File: src/rtl/atomrvcore_memarb.sv
// Shares one single-ported memory bus between instruction fetch and load/store.
// Load/store has priority; a starvation counter guarantees that fetch makes progress.
module atomrvcore_memarb #(
  parameter int DATAWIDTH  = 32,
  parameter int ADDRWIDTH  = 32,
  parameter int STARVE_MAX = 4
) (
  input  logic                 clk_i,
  input  logic                 rst_i,
  input  logic                 flush_i,
  input  logic                 if_req_i,
  input  logic [ADDRWIDTH-1:0] if_addr_i,
  output logic                 if_gnt_o,
  output logic                 if_rvalid_o,
  output logic [DATAWIDTH-1:0] if_rdata_o,
  input  logic                 ls_req_i,
  input  logic                 ls_we_i,
  input  logic [3:0]           ls_be_i,
  input  logic [ADDRWIDTH-1:0] ls_addr_i,
  input  logic [DATAWIDTH-1:0] ls_wdata_i,
  output logic                 ls_gnt_o,
  output logic                 ls_rvalid_o,
  output logic [DATAWIDTH-1:0] ls_rdata_o,
  output logic                 mem_req_o,
  output logic                 mem_we_o,
  output logic [3:0]           mem_be_o,
  output logic [ADDRWIDTH-1:0] mem_addr_o,
  output logic [DATAWIDTH-1:0] mem_wdata_o,
  input  logic                 mem_gnt_i,
  input  logic                 mem_rvalid_i,
  input  logic [DATAWIDTH-1:0] mem_rdata_i
);

  typedef enum logic [1:0] {
    S_IDLE = 2'd0,
    S_REQ  = 2'd1,
    S_WAIT = 2'd2
  } state_e;

  localparam logic       OWN_LS  = 1'b0;
  localparam logic       OWN_IF  = 1'b1;
  localparam logic [3:0] CNT_MAX = 4'(STARVE_MAX);

  state_e               state_q, state_d;
  logic [3:0]           cnt_q, cnt_d;
  logic                 owner_q, owner_d;
  logic                 drop_q, drop_d;
  logic                 we_q, we_d;
  logic [3:0]           be_q, be_d;
  logic [ADDRWIDTH-1:0] addr_q, addr_d;
  logic [DATAWIDTH-1:0] wdata_q, wdata_d;
  logic                 if_gnt_q, if_gnt_d;
  logic                 ls_gnt_q, ls_gnt_d;
  logic                 if_rvalid_q, if_rvalid_d;
  logic                 ls_rvalid_q, ls_rvalid_d;
  logic [DATAWIDTH-1:0] if_rdata_q, if_rdata_d;
  logic [DATAWIDTH-1:0] ls_rdata_q, ls_rdata_d;

  logic ls_win;
  logic if_win;
  logic if_kill;
  logic unused_addr_lsb;

  function automatic logic [3:0] sat_inc(input logic [3:0] v);
    return (v >= CNT_MAX) ? CNT_MAX : v + 4'd1;
  endfunction

  // Fetch is word-aligned, so its low address bits are intentionally dropped.
  assign unused_addr_lsb = ^if_addr_i[1:0];

  assign ls_win  = ls_req_i && (!if_req_i || (cnt_q < CNT_MAX));
  assign if_win  = if_req_i && !ls_win;
  assign if_kill = drop_q || flush_i;

  always_ff @(posedge clk_i or negedge rst_i) begin
    if (!rst_i) begin
      state_q <= S_IDLE;
    end else begin
      state_q <= state_d;
    end
  end

  always_comb begin
    state_d = state_q;
    case (state_q)
      S_IDLE: if (ls_win || if_win) state_d = S_REQ;
      S_REQ:  if (mem_gnt_i)        state_d = S_WAIT;
      S_WAIT: if (mem_rvalid_i)     state_d = S_IDLE;
      default:                      state_d = S_IDLE;
    endcase
  end

  always_comb begin
    mem_req_o   = (state_q == S_REQ);
    mem_we_o    = we_q;
    mem_be_o    = be_q;
    mem_addr_o  = addr_q;
    mem_wdata_o = wdata_q;
    if_gnt_o    = if_gnt_q;
    ls_gnt_o    = ls_gnt_q;
    if_rvalid_o = if_rvalid_q;
    ls_rvalid_o = ls_rvalid_q;
    if_rdata_o  = if_rdata_q;
    ls_rdata_o  = ls_rdata_q;
  end

  always_comb begin
    cnt_d       = cnt_q;
    owner_d     = owner_q;
    drop_d      = drop_q;
    we_d        = we_q;
    be_d        = be_q;
    addr_d      = addr_q;
    wdata_d     = wdata_q;
    if_gnt_d    = 1'b0;
    ls_gnt_d    = 1'b0;
    if_rvalid_d = 1'b0;
    ls_rvalid_d = 1'b0;
    if_rdata_d  = if_rdata_q;
    ls_rdata_d  = ls_rdata_q;
    case (state_q)
      S_IDLE: begin
        drop_d = 1'b0;
        if (ls_win) begin
          owner_d  = OWN_LS;
          we_d     = ls_we_i;
          be_d     = ls_be_i;
          addr_d   = ls_addr_i;
          wdata_d  = ls_wdata_i;
          ls_gnt_d = 1'b1;
          // Only a win over a waiting fetch counts towards starvation.
          cnt_d    = if_req_i ? sat_inc(cnt_q) : 4'd0;
        end else if (if_win) begin
          owner_d  = OWN_IF;
          we_d     = 1'b0;
          be_d     = 4'hF;
          addr_d   = {if_addr_i[ADDRWIDTH-1:2], 2'b00};
          wdata_d  = '0;
          if_gnt_d = 1'b1;
          cnt_d    = 4'd0;
        end
      end
      S_REQ: begin
        if ((owner_q == OWN_IF) && flush_i) drop_d = 1'b1;
      end
      S_WAIT: begin
        if (mem_rvalid_i) begin
          drop_d = 1'b0;
          if (owner_q == OWN_LS) begin
            ls_rvalid_d = 1'b1;
            ls_rdata_d  = mem_rdata_i;
          end else if (!if_kill) begin
            if_rvalid_d = 1'b1;
            if_rdata_d  = mem_rdata_i;
          end
        end else if ((owner_q == OWN_IF) && flush_i) begin
          drop_d = 1'b1;
        end
      end
      default: ;
    endcase
  end

  always_ff @(posedge clk_i or negedge rst_i) begin
    if (!rst_i) begin
      cnt_q       <= 4'd0;
      owner_q     <= OWN_LS;
      drop_q      <= 1'b0;
      we_q        <= 1'b0;
      be_q        <= 4'd0;
      addr_q      <= '0;
      wdata_q     <= '0;
      if_gnt_q    <= 1'b0;
      ls_gnt_q    <= 1'b0;
      if_rvalid_q <= 1'b0;
      ls_rvalid_q <= 1'b0;
      if_rdata_q  <= '0;
      ls_rdata_q  <= '0;
    end else begin
      cnt_q       <= cnt_d;
      owner_q     <= owner_d;
      drop_q      <= drop_d;
      we_q        <= we_d;
      be_q        <= be_d;
      addr_q      <= addr_d;
      wdata_q     <= wdata_d;
      if_gnt_q    <= if_gnt_d;
      ls_gnt_q    <= ls_gnt_d;
      if_rvalid_q <= if_rvalid_d;
      ls_rvalid_q <= ls_rvalid_d;
      if_rdata_q  <= if_rdata_d;
      ls_rdata_q  <= ls_rdata_d;
    end
  end

endmodule

File: config.mk
export PLATFORM = sky130hd
export DESIGN_NAME = atomrvcore_memarb
export DESIGN_NICKNAME = d
export VERILOG_FILES = /design/src/rtl/atomrvcore_memarb.sv
export SDC_FILE = /design/constraint.sdc
export NUM_CORES = 1
export LEC_CHECK = 0
export CAP_MARGIN = 20
export CORE_UTILIZATION = 37
export CTS_CLUSTER_SIZE = 10
export DETAILED_ROUTE_END_ITERATION = 16
export GPL_ROUTABILITY_DRIVEN = 0
export GPL_TIMING_DRIVEN = 0
export PLACE_DENSITY_LB_ADDON = 0.12
export RECOVER_POWER = 50
export SLEW_MARGIN = 20
export SYNTH_ARGS = -nofsm -noshare
export SYNTH_HDL_FRONTEND = slang
export SYNTH_SLANG_ARGS = --single-unit
File: constraint.sdc
create_clock -name clk_i -period 1.6 [get_ports clk_i]
set_input_delay 0.24 -clock clk_i [delete_from_list [all_inputs] [get_ports clk_i]]
set_output_delay 0.24 -clock clk_i [all_outputs]
set_load 0.03 [all_outputs]
==> impl_metrics.py <==
metrics = {
    "worst_setup_path": {
        "path_depth": 7,
        "required_ps": 1900,
        "end_kind": "register",
        "crit_fanout": 10,
        "endpoint": "if_rdata_o[16]",
        "crit_path_top_delay_cell": "dfrtp_1",
        "critPathLaunchType": "register",
        "arrival_ps": 2000,
        "worstSetupStartpoint": "state_q[0]",
        "path_cells": "inv_2, ha_4, nand2_4, nor4b_4, buf_6, buf_8, mux2_2",
        "cp_top_family": "buffers and inverters",
        "slowest_delay_ps": 390,
        "crit_type": "register to register",
        "r2r-end": "if_rdata_o[16]",
        "r2r_cells": 7,
        "rr_startpoint": "state_q[0]",
        "rrSetupSlack_ps": -100,
        "cp_num_buf_inv": 3,
    },
    "cells_and_area": {
        "final_common_cell": "dfrtp_1",
        "nets": 909,
        "final_cell_mix": "dfrtp_1, dlygate4sd2_1, clkdlybuf4s50_1",
        "antennaDiodeCount": 0,
        "area_growth_pct": 74.1,
        "final_area_mm2": 0.0101,
        "layout-drive-gt1-share_pct": 21.6,
    },
    "sta": {
        "skew_ps": 11.6,
        "setup_viol": 121,
        "rsz0062_at_grt": "yes",
        "period_share_pct": 106,
        "min_period_ps": 1700,
        "whs_ps": 221,
        "tns_ps": -5670,
        "max_slew_margin_pct": 33.5,
        "max_freq_mhz": 587,
        "worstMarginPinSlew_ps": 997,
        "hold_violations": 0,
        "slew_violations": 0,
        "fin_ws_ps": -103,
    },
    "detailed_routing": {
        "wl_per_cell_um": 18.1,
        "via_per_inst": 4.99,
        "first_pass_iters": 4,
        "wl_um": 17900,
        "route.detailed.drc": 0,
        "postRouteAntennaNets": 0,
        "drt_iter0_markers": 210,
        "vias": 4922,
    },
    "worst_hold_path": {
        "worstHoldPathType": "input port to register",
    },
    "die": {
        "coreArea_mm2": 0.0153,
        "die_w_um": 127,
        "die_area_mm2": 0.0162,
        "die_h_um": 127,
        "rows": 45,
        "io_pins": 278,
        "start_util_pct": 38.1,
    },
    "placement": {
        "place_hpwl_um": 12300,
        "place_area_mm2": 0.00892,
        "port-buffer-count": 274,
        "pre_cts_ws_ps": -512,
    },
    "yosys": {
        "syn_area_mm2": 0.00581,
        "ys_seq_area_share_pct": 62.4,
        "synth_cells": 444,
        "synth.distinct_cells": 34,
        "yosysWarningCount": 0,
        "avgSynthCellArea_um2": 13.1,
        "syn_nets": 589,
        "synth-seq-cells": 145,
    },
    "global_routing": {
        "grt_pass1_vias": 5119,
        "antenna_found_initial": 0,
        "grt_first_pass_wirelength_um": 27200,
        "grt_max_degree": 77,
        "overflow": 0,
        "grt_use_total_pct": 21.8,
    },
    "power_and_ir_drop": {
        "power_leakage_nw": 4.77,
        "pwr-share-clk_pct": 21.3,
        "ir_worst_vdd_mv": 1.02,
        "seq_power_share_pct": 28.7,
        "p_per_area_mw_per_mm2": 2150,
        "power_switching_w": 0.00867,
        "p_comb_share_pct": 50.0,
        "p_int_w": 0.0131,
        "swShare_pct": 39.8,
    },
    "run_status": {
        "status": "finished with violations",
        "violations": "negative setup slack",
    },
    "clock_tree": {
        "clk_pin_slew_ps": 60,
        "cts_tree": "built",
        "htreeDepth": 4,
        "clkLatencyLatePin_ps": 420,
        "cts_root_buffer": "clkbuf_16",
        "clock_sinks": 145,
        "numCtsBuffers": 17,
        "max-clock-path-buffers": 2,
    },
    "flow_run": {
        "drv_cap": 0,
    },
}
-- per-stage QoR --
stage	utilization, %	total power [W]	cells
final	66.4	0.0218	987
after detailed placement	58.5	0.0171	930
after floorplan	-	0.0123	444
after global placement	58.2	0.0169	929
after global routing	66.4	0.0229	987
after CTS	63.8	0.0211	971
-- how the worst min path moves through the flow --
stage,start,slack (ps),endpoint,cells past startpoint
finish,ls_req_i,220,cnt_q[2],3
global route,ls_req_i,230,cnt_q[2],3
CTS,ls_req_i,200,cnt_q[2],3
detailed placement,rst_i,240,mem_be_o[0],1
global placement,mem_be_o[3],470,mem_be_o[3],1
floorplan,rst_i,-60,cnt_q[0],0
-- Yosys cell counts, drive strengths merged --
cell type    n  area share (%)
a31oi        1            0.11
nor3         1           0.086
nand4       30             3.2
nand3        1            0.17
a21oi        1           0.086
o21a         1            0.13
o32a         1            0.17
mux2        64              12
ha           5             1.1
o21ai        3            0.39
nor4b        1            0.41
and2         2            0.22
o22a         4            0.60
or2          1            0.11
and2b        1            0.13
buf         21             2.5
inv          6            0.39
o31ai        1            0.13
o211ai      30             3.9
nand2       66             4.3
a32o         1            0.17
a22o        35             5.3
o32ai        1            0.15
nor3b        1            0.13
nor2b        1            0.11
dfrtp      145              62
nor2         3            0.19
o41ai        1            0.15
clkbuf      15            0.97
-- what timing repair did --
| item | in CTS | in global routing |
|---|---|---|
| pin swaps | 3 | 24 |
| setup endpoints to repair | 278 | 128 |
| hold buffers | 1 | 0 |
| cloned | 0 | 9 |
| hold endpoints to repair | 69 | 0 |
| gates resized for setup | 204 | 30 |
| setup buffers | 9 | 9 |
-- layout make-up --
type	instances	area (um^2)
clock inverter	9	199
timing repair buffer	302	2990
timing repair inverter	1	6.26
clock buffer	22	494
buffer	34	368
inverter	6	30.0
multi-input combinational	257	2140
tap	211	264
sequential	145	3630
fill	1186	5130
-- sequential cells by signal, indices dropped and copies added, names as in the netlist, 2 cells and up --
| signal | count |
|---|---|
| mem_wdata_o | 32 |
| ls_rdata_o | 32 |
| mem_be_o | 4 |
| state_q | 2 |
| if_rdata_o | 32 |
| mem_addr_o | 32 |
| cnt_q | 4 |
-- layer usage --
metal / track usage (%) / routed length [um]
met5: 0 / 0
met4: 9.66 / 414
met3: 5.74 / 1110
met2: 36.4 / 8780
met1: 26.5 / 7590
-- cells by family (layout without fill, tap and decap cells) --
| group | count (synthesis) | count (layout) | synth area share (%) |
|---|---|---|---|
| AND/OR/NAND/NOR | 108 | 108 | 9.04 |
| AO/OA/AOI/OAI | 80 | 80 | 11.2 |
| buffers and inverters | 42 | 374 | 3.85 |
| adder cells (fa/ha/maj) | 5 | 5 | 1.08 |
| multiplexers | 64 | 64 | 12.4 |
| flip-flops | 145 | 145 | 62.4 |
-- power by group through the flow --
stage	Sequential, W	Clock (W)	Combinational (W)
4_1_cts	0.00625	0.00469	0.0102
3_3_place_gp	0.00627	0	0.0106
5_1_grt	0.00646	0.00485	0.0116
3_5_place_dp	0.00635	0	0.0107
2_1_floorplan	0.00950	0	0.00285
6_report	0.00626	0.00465	0.0109
-- worst min-delay path, stage by stage --
cell and delay, ps:
buf_2 200, nand2_1 100, o41ai_1 60
Note: power is estimated with default switching activity, not from simulation.
==> RTL change, RTL diff (same settings) <==
Change the parameter `DATAWIDTH` from 32 to 16.
--- a/src/rtl/atomrvcore_memarb.sv
+++ b/src/rtl/atomrvcore_memarb.sv
@@ -2,5 +2,5 @@
 // Load/store has priority; a starvation counter guarantees that fetch makes progress.
 module atomrvcore_memarb #(
-  parameter int DATAWIDTH  = 32,
+  parameter int DATAWIDTH  = 16,
   parameter int ADDRWIDTH  = 32,
   parameter int STARVE_MAX = 4
Ports: changed (5 resized); port bits go from 278 to 198. No check against the original RTL was run, so the function may have changed too.
==> RTL change against the original RTL <==
  * The flow still finishes with violations (negative setup slack)
  * Clock skew down 0.0029 ns
  * Area after synthesis down 30%
  * Power down 42%
  * Wire length down 37%
  * Critical path type unchanged
  * Hold slack worse by 0.0076 ns
  * Sequential cell count down 48
  * Non-clock buffer count down 102
  * Cell area down 35%
  * Highest routed layer unchanged
  * Sequential power down 34%
  * Worst setup slack better by 0.019 ns
  * Critical path depth down 1
  * Critical endpoint is now if_rdata_o[9]$_DFFE_PN0P_
==> RTL change: results (changes against the original RTL) <==
yosys:
  ys_types: 33  # was 34
  synth_commonest_cells: "dfrtp_1 (97), nand2_1 (66), mux2_2 (32)"  # was dfrtp_1 (145), nand2_1 (66), mux2_2 (58)
  synth.area.top_cells: "dfrtp_1 (60%), mux2_2 (8.9%), nand2_1 (6.1%)"  # was dfrtp_1 (62%), mux2_2 (11%), a22o_1 (5.3%)
  synth.net_count: 454  # was 589
  ys_seq_area_share_pct: 59.99  # was 62.41%
  post_synth_inst_count: 341  # was 444
  synth-compound-area-share_pct: 12.59  # was 11.23%
  synth_fa_ha_area_share_pct: 1.546  # was 1.076%
  synthMuxAreaShare_pct: 8.905  # was 12.40%
layout:
  largest_reg_flops: 32
  final_nets: 670  # was 909
  drive_above_1_share_pct: 16.76  # was 21.65%
clock_tree:
  insertion_delay_ns: 0.35  # was 0.42 ns
  h-tree-depth: 3  # was 4
  root_buffer: "clkbuf_8"  # was clkbuf_16
  cts_made_buffers: 9  # was 17
  clkTransAtPathRegs_ns: 0.08  # was 0.06 ns
setup_path:
  reg2reg_depth: 6  # was 7
  critical-path-slowest-cell: "dfrtp_1"  # unchanged
  crit_fanout: 5  # was 10
  r2r_end: "if_rdata_o[9]$_DFFE_PN0P_"  # was if_rdata_o[16]$_DFFE_PN0P_
  critPathMaxStageDelay_ns: 0.41  # was 0.39 ns
  arrival_ns: 1.92  # was 2.00 ns
run_status:
  violations: "negative setup slack"  # unchanged
  status: "complete, but fails checks"  # unchanged
global_route:
  grtUsageTotal_pct: 20.37  # was 21.79%
  grt_max_degree: 55  # was 77
  grtUsageMet2_pct: 33.59  # was 36.42%
  grt_pass1_wl_mm: 18.12  # was 27.18 mm
  grt_pass1_vias: 3607  # was 5119
  grt_util_met1_pct: 26.27  # was 26.50%
  use_met3_pct: 4.438  # was 5.737%
power:
  internal-power_uw: 7236  # was 13140 µW
  ir_drop_mv: 0.8879  # was 1.020 mV
  leakage_uw: 0.003052  # was 0.004771 µW
placement:
  dpl.hpwl_mm: 7.967  # was 12.33 mm
  dp_slack_ns: -0.5879  # was -0.5123 ns
  io_buffers: 194  # was 274
timing:
  skew_ns: 0.008659  # was 0.01159 ns
  fin_tns_setup_ns: -1.016  # was -5.672 ns
  setup_violations: 16  # was 121
  maxSlewHeadroom_pct: 23.96  # was 33.51%
  worst_slack_ns: -0.08416  # was -0.1030 ns
route:
  drt_pass1_iterations: 4  # unchanged
  routed_via_density: 5.040  # was 4.987
  wl_per_cell_um: 16.20  # was 18.14 µm
  totalWireLength_mm: 11.29  # was 17.90 mm
  drt_iter0_markers: 134  # was 210
hold_path:
  min_from: "ls_req_i"  # unchanged
  min_path_cells: 3  # unchanged
RTL change: cell count changes after synthesis, sizes merged:
| cell | change |
|---|---|
| buf | -8 |
| mux2 | -32 |
| clkbuf | +1 |
| dfrtp | -48 |
| a22o | -16 |
RTL change: final cells by class:
class / instances / area, µm² / share of cell area, %
multi-input combinational: 209 / 1578 / 23.91
timing repair buffer: 207 / 1968 / 29.82
clock inverter: 1 / 8.758 / 0.1327
inverter: 6 / 22.52 / 0.3412
sequential: 97 / 2429 / 36.80
buffer: 27 / 241.5 / 3.659
clock buffer: 14 / 182.7 / 2.768
tap: 136 / 170.2 / 2.578
RTL change: metrics by stage:
step | hold WS [ns] | cell area, µm²
finish | 0.2139 | 6600
floorplan | -0.05559 | 4100
detailed placement | 0.1937 | 6241
CTS | 0.1881 | 6540
global route | 0.1993 | 6600
global placement | 0.4698 | 6212
RTL change: cell families (layout without fill, tap and decap cells):
family	after synthesis	in the layout
flops	97	97
buf+inv	35	255
fa+ha+maj	5	5
compound gates	64	64
mux	32	32
simple gates	108	108
RTL change: how the worst max path moves through the flow:
stage	startpoint	end	slack [ns]	cells past startpoint
3_3_place_gp	rst_i	mem_addr_o[20]$_DFFE_PN0P_	-3.37	1
5_1_grt	state_q[0]$_DFFE_PN0P_	if_rdata_o[13]$_DFFE_PN0P_	-0.18	6
6_report	state_q[0]$_DFFE_PN0P_	if_rdata_o[9]$_DFFE_PN0P_	-0.08	6
4_1_cts	state_q[0]$_DFFE_PN0P_	if_rdata_o[9]$_DFFE_PN0P_	-0.06	7
3_5_place_dp	mem_rvalid_i	if_rdata_o[12]$_DFFE_PN0P_	-0.59	5
2_1_floorplan	state_q[0]$_DFFE_PN0P_	if_rdata_o[10]$_DFFE_PN0P_	-0.17	6
RTL change: critical path: cells and delay by family (launching register included):
kind,cells,cell delay [ns]
fa+ha+maj,1,0.14
flops,1,0.41
buf+inv,2,0.33
simple gates,2,0.39
mux,1,0.31
RTL change: power groups by stage:
stage                     clock, µW  combinational, µW  sequential [µW]
final                          1530               7080             4130
after global routing           1690               7550             4280
after CTS                      1590               6950             4130
after detailed placement          0               7260             4210
after global placement            0               7190             4190
after floorplan                   0               2110             6270
RTL change: per-layer routing:
| metal | share of wire (%) | wire [µm] |
|---|---|---|
| met1 | 43 | 4814 |
| met2 | 49 | 5565 |
| met3 | 6.6 | 749 |
| met4 | 1.4 | 162 |
| met5 | 0 | 0 |
RTL change: what timing repair did:
action,4_1_cts,5_1_grt
gates resized for setup,136,22
hold endpoints to repair,43,0
gates cloned,2,1
buffers inserted,7,2
hold buffers,1,0
endpoints found under the setup margin,175,80
pin swaps,1,2
